File: config.mk
export PLATFORM = sky130hd
export DESIGN_NAME = alu_sweep_engine
export DESIGN_NICKNAME = d
export VERILOG_FILES = /design/src/rtl/alu_sweep_engine.sv
export SDC_FILE = /design/constraint.sdc
export NUM_CORES = 1
export LEC_CHECK = 0
export BUFFER_PORTS_ARGS = -buffer_cell sky130_fd_sc_hd__buf_2
export CAP_MARGIN = 40
export CELL_PAD_IN_SITES_DETAIL_PLACEMENT = 0
export CELL_PAD_IN_SITES_GLOBAL_PLACEMENT = 1
export CORE_ASPECT_RATIO = 1.25
export CORE_MARGIN = 2
export CORE_UTILIZATION = 45
export DETAILED_ROUTE_END_ITERATION = 8
export GPL_ROUTABILITY_DRIVEN = 0
export PLACE_DENSITY_LB_ADDON = 0.1
export SLEW_MARGIN = 20
export SYNTH_ARGS = -nofsm -noshare
export SYNTH_HDL_FRONTEND = slang
export SYNTH_SLANG_ARGS = --single-unit
File: constraint.sdc
create_clock -name clk -period 9.2 [get_ports clk]
set_input_delay 2.3 -clock clk [delete_from_list [all_inputs] [get_ports clk]]
set_output_delay 2.3 -clock clk [all_outputs]
set_load 0.05 [all_outputs]
File: src/rtl/alu_sweep_engine.sv
// Hack-style ALU fed from two writable operand banks, with a sequencer that runs
// one operand pair or a full A x B sweep and counts zero/negative results per run.
module alu_sweep_engine #(
  parameter int WIDTH  = 16,
  parameter int ADDR_W = 5,
  parameter int CNT_W  = 2*ADDR_W+1
) (
  input  logic              clk,
  input  logic              rst_n,
  input  logic              wr_en_i,
  input  logic              wr_sel_i,
  input  logic [ADDR_W-1:0] wr_addr_i,
  input  logic [WIDTH-1:0]  wr_data_i,
  input  logic [5:0]        ctrl_i,
  input  logic              start_i,
  input  logic              single_i,
  input  logic [ADDR_W-1:0] addr_a_i,
  input  logic [ADDR_W-1:0] addr_b_i,
  output logic              busy_o,
  output logic              done_o,
  output logic              res_valid_o,
  output logic [WIDTH-1:0]  result_o,
  output logic              zr_o,
  output logic              ng_o,
  output logic [ADDR_W-1:0] cur_a_o,
  output logic [ADDR_W-1:0] cur_b_o,
  output logic [CNT_W-1:0]  zr_count_o,
  output logic [CNT_W-1:0]  ng_count_o,
  output logic              wr_err_o,
  output logic [1:0]        state_o
);

  localparam int DEPTH = 2**ADDR_W;
  localparam logic [1:0] ST_IDLE = 2'd0;
  localparam logic [1:0] ST_RUN  = 2'd1;
  localparam logic [1:0] ST_DONE = 2'd2;

  logic [WIDTH-1:0]    bank_a_q [DEPTH];
  logic [WIDTH-1:0]    bank_b_q [DEPTH];
  logic [1:0]          state_q, state_d;
  logic [5:0]          ctrl_q, ctrl_d;
  logic                single_q, single_d;
  logic [ADDR_W-1:0]   ia_q, ia_d, ib_q, ib_d;
  logic [2*ADDR_W-1:0] pair_nxt;
  logic                clr_cnt;
  logic [WIDTH-1:0]    alu_out;

  logic                s_vld_q;
  logic [WIDTH-1:0]    s_res_q;
  logic [ADDR_W-1:0]   s_a_q, s_b_q;

  logic                res_valid_q, done_q, zr_q, ng_q, wr_err_q;
  logic [WIDTH-1:0]    result_q;
  logic [ADDR_W-1:0]   cur_a_q, cur_b_q;
  logic [CNT_W-1:0]    zr_cnt_q, ng_cnt_q;

  function automatic logic [WIDTH-1:0] hack_alu(input logic [5:0] c,
                                                input logic [WIDTH-1:0] x,
                                                input logic [WIDTH-1:0] y);
    logic [WIDTH-1:0] xv, yv, o;
    xv = c[5] ? '0 : x;
    xv = c[4] ? ~xv : xv;
    yv = c[3] ? '0 : y;
    yv = c[2] ? ~yv : yv;
    o  = c[1] ? (xv + yv) : (xv & yv);
    return c[0] ? ~o : o;
  endfunction

  // Banks are not reset; writes only land while IDLE so a run sees stable operands.
  always_ff @(posedge clk) begin
    if (wr_en_i && (state_q == ST_IDLE)) begin
      if (wr_sel_i) bank_b_q[wr_addr_i] <= wr_data_i;
      else          bank_a_q[wr_addr_i] <= wr_data_i;
    end
  end

  assign alu_out  = hack_alu(ctrl_q, bank_a_q[ia_q], bank_b_q[ib_q]);
  assign pair_nxt = {ia_q, ib_q} + {{(2*ADDR_W-1){1'b0}}, 1'b1};

  // Handshake: start_i is a level, accepted on any IDLE edge where it is high;
  // there is no ready, so the caller watches busy_o/done_o to know when it can restart.
  always_comb begin
    state_d  = state_q;
    ctrl_d   = ctrl_q;
    single_d = single_q;
    ia_d     = ia_q;
    ib_d     = ib_q;
    clr_cnt  = 1'b0;
    case (state_q)
      ST_IDLE: begin
        if (start_i) begin
          ctrl_d   = ctrl_i;
          single_d = single_i;
          clr_cnt  = 1'b1;
          ia_d     = single_i ? addr_a_i : '0;
          ib_d     = single_i ? addr_b_i : '0;
          state_d  = ST_RUN;
        end
      end
      ST_RUN: begin
        if (single_q || ((ia_q == '1) && (ib_q == '1))) begin
          state_d = ST_DONE;
        end else begin
          {ia_d, ib_d} = pair_nxt;
        end
      end
      ST_DONE: state_d = ST_IDLE;
      default: state_d = ST_IDLE;
    endcase
  end

  always_ff @(posedge clk or negedge rst_n) begin
    if (!rst_n) begin
      state_q     <= ST_IDLE;
      ctrl_q      <= '0;
      single_q    <= 1'b0;
      ia_q        <= '0;
      ib_q        <= '0;
      s_vld_q     <= 1'b0;
      s_res_q     <= '0;
      s_a_q       <= '0;
      s_b_q       <= '0;
      res_valid_q <= 1'b0;
      done_q      <= 1'b0;
      result_q    <= '0;
      zr_q        <= 1'b0;
      ng_q        <= 1'b0;
      cur_a_q     <= '0;
      cur_b_q     <= '0;
      zr_cnt_q    <= '0;
      ng_cnt_q    <= '0;
      wr_err_q    <= 1'b0;
    end else begin
      state_q  <= state_d;
      ctrl_q   <= ctrl_d;
      single_q <= single_d;
      ia_q     <= ia_d;
      ib_q     <= ib_d;
      // One pipeline stage between evaluation and the output register.
      s_vld_q  <= (state_q == ST_RUN);
      if (state_q == ST_RUN) begin
        s_res_q <= alu_out;
        s_a_q   <= ia_q;
        s_b_q   <= ib_q;
      end
      res_valid_q <= s_vld_q;
      done_q      <= (state_q == ST_DONE);
      if (s_vld_q) begin
        result_q <= s_res_q;
        zr_q     <= (s_res_q == '0);
        ng_q     <= s_res_q[WIDTH-1];
        cur_a_q  <= s_a_q;
        cur_b_q  <= s_b_q;
      end
      if (clr_cnt) begin
        zr_cnt_q <= '0;
        ng_cnt_q <= '0;
      end else if (s_vld_q) begin
        if (s_res_q == '0)     zr_cnt_q <= zr_cnt_q + CNT_W'(1);
        if (s_res_q[WIDTH-1])  ng_cnt_q <= ng_cnt_q + CNT_W'(1);
      end
      wr_err_q <= wr_en_i && (state_q != ST_IDLE);
    end
  end

  assign busy_o      = (state_q == ST_RUN);
  assign done_o      = done_q;
  assign res_valid_o = res_valid_q;
  assign result_o    = result_q;
  assign zr_o        = zr_q;
  assign ng_o        = ng_q;
  assign cur_a_o     = cur_a_q;
  assign cur_b_o     = cur_b_q;
  assign zr_count_o  = zr_cnt_q;
  assign ng_count_o  = ng_cnt_q;
  assign wr_err_o    = wr_err_q;
  assign state_o     = state_q;

endmodule

; ---- Yosys cells after proc, flatten, opt, wreduce, memory -nomap -nowiden
; Memories as Yosys holds them, arrays and structs flattened.
; Cells that the tools add are included.
[classes]
reduce_logical = 16
eq_ne = 7
n_addsub = 4
shifts = 0
n_mux = 31
order_cmp = 0
multipliers = 0
bitwise = 4
div = 0
[op_table]
columns = op, count
row1 = 2-to-1 mux 16 bit, 6
row2 = 2-to-1 mux 11 bit, 6
row3 = inverter 16 bit, 3
row4 = 2-to-1 mux 5 bit, 6
row5 = adder 11 x 1 -> 11 bit (second input constant), 2
row6 = case mux 5 bit (2 select lines), 2
row7 = adder 16 bit, 1
row8 = AND 16 bit, 1
row9 = zero test 16 bit, 1
row10 = adder 10 x 1 -> 10 bit (second input constant), 1
row11 = equality test 5 bit (second input constant), 2
row12 = nonzero test 2 bit, 5
row13 = 2-to-1 mux 1 bit, 8
row14 = AND reduction 2 bit, 4
row15 = 2-to-1 mux 2 bit, 2
row16 = != test 2 bit (second input constant), 2
row17 = case mux 2 bit (2 select lines), 1
row18 = logical AND 1 bit, 3
row19 = AND reduction 3 bit, 1
row20 = equality test 2 x 1 -> 1 bit (second input constant), 1
row21 = equality test 2 bit (second input constant), 1
row22 = zero test 2 bit, 1
row23 = != test 2 x 1 -> 1 bit (second input constant), 1
row24 = logical OR 1 bit, 1
[totals]
input_bits = 43
romBits = 0
mem_count = 2
register_bits = 99
latch_bits = 0
ram_bits = 1024
output_inout_bits = 56
[mem_list]
columns = name, words, width, rd, rd_ports_with_merged_regs, write_ports, line_no
row1 = bank_a_q, 32, 16, 1, 0, 1, 38  ; logic [WIDTH-1:0] bank_a_q [DEPTH];
row2 = bank_b_q, 32, 16, 1, 0, 1, 39  ; logic [WIDTH-1:0] bank_b_q [DEPTH];

; ---- Longest topological paths before layout
; An unclocked memory read counts as a cell.
[logic_depth]
depth_word = 8
depth_mapped = 17

; ---- Least setup slack after synthesis
; OpenSTA, ideal clock, no wires.
[synth_timing]
path_kind = register to register
from = register ib_q[0]
to = register s_res_q[14]
n_path_buf = 3
t_required_ps = 9080
setup_time_ps = 120
setup_slack_ps = 4897
stages_incl_launch_ff = 16
period_less_slack_ps = 4303
arrival_time_ps = 4183
path_cell_list = dfrtp_1 > buf_2 > buf_4 > buf_2 > mux4_2 > a221oi_1 > o22ai_1 > xor2_1 > ha_1 > fa_1 > a21o_2 > a221oi_2 > a21oi_1 > mux2i_1 > or3_1 > a31o_2
[synth_via]
elab_chain_cells = 8
elab_cells_between_ends = 9
[synth_lines]
columns = element, line_no
row1 = start: declaration, 43  ; logic [ADDR_W-1:0] ia_q, ia_d, ib_q, ib_d;
row2 = start signal: assignment, 138  ; ib_q <= ib_d;
row3 = memory read (32 x 16 bit) (*), --
row4 = 2-to-1 mux 16 bit (*), 63  ; yv = c[3] ? '0 : y;
row5 = inverter 16 bit, 64  ; yv = c[2] ? ~yv : yv;
row6 = 2-to-1 mux 16 bit (*), 64
row7 = adder 16 bit / AND 16 bit (equally long branches), 65  ; o = c[1] ? (xv + yv) : (xv & yv);
row8 = 2-to-1 mux 16 bit (*), 65
row9 = inverter 16 bit, 66  ; return c[0] ? ~o : o;
row10 = 2-to-1 mux 16 bit (*), 66
row11 = end signal: assignment, 142  ; s_res_q <= alu_out;
row12 = end: declaration, 49  ; logic [WIDTH-1:0] s_res_q;
; Mark *: on every way between the ends. The rest lies on a longest branch, timed or not.
; A chain may end at the register's enable or synchronous reset.

; ---- Worst setup path after layout
; Ends and elaborated chain as after synthesis.

==> qor_table.md <==
| Quantity | Value |
| --- | --- |
| Placed Instance Area | 47130 um2 |
| Inst Count DP | 3692 |
| # Post-CTS Setup Buffers | 0 |
| Port Buffers | 98 |
| Height of the chip | 356.0 um |
| Post-Syn Area | 44600 um2 |
| Post-Route Hold Slack | 473.7 ps |
| Ports placed on the boundary | 99 |
| DR WL/cell | 28.97 um |
| Synthesized Nets | 2373 |
| Initial Util | 45.23% |
| Area of the placeable core | 98620 um2 |
| Min-Delay Endpoint | s_a_q[0] |
| Hold-critical path depth | 2 |
| Post-CTS clock slew at the launch and capture registers of the worst setup and hold paths | 60 ps |
| Aggregate global-route resource usage | 22.47% |
| Largest family of logic cells by synthesized area | multiplexers |
| Net Switching | 5.777 mW |
| Internal power contribution | 10.55 mW |
| Clock latency on the worst-skew pair | 690 ps |
| Critical Path Source Type | register |
| Post-synthesis share of cell area spent on xor and xnor gates | 1.237% |
| Instance count of the mapped netlist | 2309 |
| Fin. Hold Viols | 0 |
| Final WL | 113.0 mm |
| Total of warnings raised by yosys | 0 |
| Pre-antenna DRT Iters | 5 |
| Synth Area in Compound Gates | 4.749% |
| Leakage power | 16.76 nW |
| Number of synthesized flops with an enable pin | 1024 |
| Via-per-instance ratio | 5.849 |
| Max-cap violations | 0 |
| Post-route fraction of the period consumed by the critical path | 61.21% |
| Routed via count | 22810 |
| Vias in the first global route | 23440 |
| Data required time of the worst path | 9790 ps |
| Post-synth cell types | 67 |
| Setup Total Neg Slack | 0 ps |
| Post-layout utilization of the core | 51.43% |
| Count of antenna diodes in the layout | 0 |
| Final ANT Viol Nets | 0 |
| Rows | 129 |
| Sequential fraction of the synthesis area | 74.44% |
| Clk root buf | sky130_fd_sc_hd__clkbuf_16 |
| Initial antenna violation count | 8 |
| Comb pwr share | 36.3% |
| Final #Nets | 2564 |
| Top cell type's share of synthesized area | 68.94% |
| Async set-or-reset flop fraction in the synthesized netlist | 8.734% |
| Fmax | 177.6 MHz |
| Worst flop-to-flop path startpoint | ib_q[0] |
| Wire length of the first global-routing pass | 165.1 mm |
| Post-synthesis share of cell area spent on full adders, half adders and majority gates | 0.6059% |
| RSZ-0062 raised after global routing | false |
| Filler instances | 7929 |
| Slew @ Worst Pin | 889.6 ps |
| Leading cell type by number of instances after synthesis | sky130_fd_sc_hd__edfxtp_1 |
| Total number of clock tree sinks | 1122 |
| Die Footprint | 101700 um2 |
| CTS tree | built |
| Number of setup violations in the final report | 0 |
| Worst Skew | 24.20 ps |
| Hold path startpoint | s_a_q[0] |
| R2r worst-path depth | 14 |
| Number of H-tree branching levels | 3 |
| Most used flip-flop cell after synthesis | sky130_fd_sc_hd__edfxtp_1 |
| Reg2Reg Capture Point | s_res_q[14] |
| Part of the total power dissipated in sequential elements | 37.1% |
| Number of buffers inserted for hold repair after clock tree synthesis | 0 |
| Clock period minus worst slack | 5631 ps |
| Cell types with the largest area share after synthesis | sky130_fd_sc_hd__edfxtp_1, sky130_fd_sc_hd__mux4_2, sky130_fd_sc_hd__dfrtp_1 |
| Hpwl dp | 67.25 mm |
| Pin count of the biggest net entering global routing | 97 |
| DRC violation count after routing | 0 |
| Data arrival time of the critical path | 6220 ps |
| Finished Cell Area | 50720 um2 |
| # resized after CTS | 0 |
| Number of buffers between clock root and the deepest sink | 3 |
| Cell area power density | 321.9 nW/um2 |
| Worst slew slack as a fraction of its limit | 40.69% |
| Synthesized flop and latch total | 1122 |
| Share of synthesized area spent on multiplexers | 14.05% |
| Post-Synth Simple-Gate Area | 3.436% |
| Endpoint kind of the worst setup timing path | register |
| Outcome | finished clean |
| Switching power as a share of total power | 35.39% |
| Layout cell share with drive strength beyond 1 | 27.18% |
| R2r setup slk | 3570 ps |
| Maximum vdd drop | 326.4 uV |
| Slew Viols, Final | 0 |
| HP Class | reg2reg |
| Chip Width | 285.6 um |
| Worst Path Max Fanout | 91 |
| Post-synthesis to final-layout area growth | 13.71% |
| Count of placed standard cells in the final layout, fillers left out | 3900 |
| TritonCTS Buffers | 109 |
| Initial DRC count | 2335 |
| Synth cell count leaders | sky130_fd_sc_hd__edfxtp_1, sky130_fd_sc_hd__mux4_2, sky130_fd_sc_hd__nor2_1, sky130_fd_sc_hd__dfrtp_1, sky130_fd_sc_hd__nand2_1 |
| Worst Path Class, Setup | reg2reg |
| Average size of a mapped cell | 19.32 um2 |
| Global route total overflow | 0 |
| Relative contribution of the clock network to total power | 26.5% |
| Cell taking the most area after synthesis | sky130_fd_sc_hd__edfxtp_1 |
==> cell type report <==
| cell class | instances | area [um2] | area share [%] |
|---|---|---|---|
| sequential | 1122 | 33220 | 65.49 |
| multi-input combinational | 1041 | 10780 | 21.26 |
| clock buffer | 129 | 2867 | 5.651 |
| clock inverter | 72 | 578.1 | 1.140 |
| timing repair buffer | 218 | 1608 | 3.170 |
| tap | 1310 | 1639 | 3.232 |
| inverter | 8 | 30.03 | 0.05920 |
==> cells by family (layout without fill, tap and decap cells) <==
kind of cell,count (synthesis),in the layout
AO/OA/AOI/OAI,291,291
XOR/XNOR,63,63
adder cells (fa/ha/maj),21,21
buffers and inverters,146,427
flip-flops,1122,1122
multiplexers,318,318
AND/OR/NAND/NOR,348,348
==> power by group through the flow <==
stage,clock network [mW],registers [mW],logic [mW]
final,4.33,6.06,5.93
after CTS,4.43,6.09,5.95
after global routing,4.61,6.10,6.40
after detailed placement,0,6.20,5.93
after floorplan,0,6.17,4.05
after global placement,0,6.21,5.86
==> routing by layer <==
metal  global-route usage [%]  part of all wire [%]  vias to the layer above
met5                        0                 0.037                        -
met4                    7.969                   3.2                        8
met3                    2.676                   4.9                      157
met2                    37.95                    50                      687
met1                    30.32                    42                    12150
li1                         -                     -                     9811
==> state kept, by name, indices dropped and copies added (netlist names), 2 cells and up <==
register and count:
ia_q 5, result_o 15, cur_a_o 5, ctrl_q 6
state_o 2, s_res_q 16, ng_count_o 11, bank_b_q 512
zr_count_o 11, s_b_q 5, cur_b_o 5, bank_a_q 512
ib_q 5, s_a_q 5
==> worst max path at each step <==
stage / start / to / cells after the start
after detailed placement: ib_q[0] / s_res_q[14] / 14
after floorplan: ib_q[0] / s_res_q[14] / 15
final: ib_q[0] / s_res_q[14] / 14
after global routing: ib_q[0] / s_res_q[14] / 14
after CTS: ib_q[0] / s_res_q[14] / 14
after global placement: ib_q[0] / s_res_q[14] / 14
==> through the flow <==
step | power [mW] | setup WS (ps)
floorplan | 10.22 | 4897
global placement | 12.08 | 3634
detailed placement | 12.12 | 3617
CTS | 16.48 | 3583
global route | 17.11 | 3200
finish | 16.33 | 3569
==> worst max-delay path, stage by stage (launching register included) <==
cell                       delay [ps]
sky130_fd_sc_hd__dfrtp_4          790
sky130_fd_sc_hd__buf_12           610
sky130_fd_sc_hd__mux4_2           590
sky130_fd_sc_hd__a22o_1           260
sky130_fd_sc_hd__a221oi_1         280
sky130_fd_sc_hd__o22ai_1          140
sky130_fd_sc_hd__xor2_1           230
sky130_fd_sc_hd__ha_1             300
sky130_fd_sc_hd__fa_1             480
sky130_fd_sc_hd__a21o_2           230
sky130_fd_sc_hd__a221oi_2         460
sky130_fd_sc_hd__a21oi_1          220
sky130_fd_sc_hd__mux2i_1          170
sky130_fd_sc_hd__or3_1            350
sky130_fd_sc_hd__a31o_2           250
==> placed cells by master, fill, tap and decap left out, drive strengths merged, types with 11 or more instances in the layout <==
cell    Yosys  routed
mux2i      15      15
a221o      19      19
a211oi     18      18
mux2       63      63
clkinv      2      62
nor2b      11      11
a22oi      33      33
dfrtp      98      98
and3       11      11
nand3      20      20
nor2      169     169
o21ai      31      31
nand2      87      87
a21oi      56      56
mux4      240     240
o22ai      17      17
edfxtp   1024    1024
a221oi     35      35
buf        60     218
a22o       32      32
xor2       55      55
clkbuf     78     129
ha         20      20
a31oi      12      12
(Power assumes the default switching activity.)
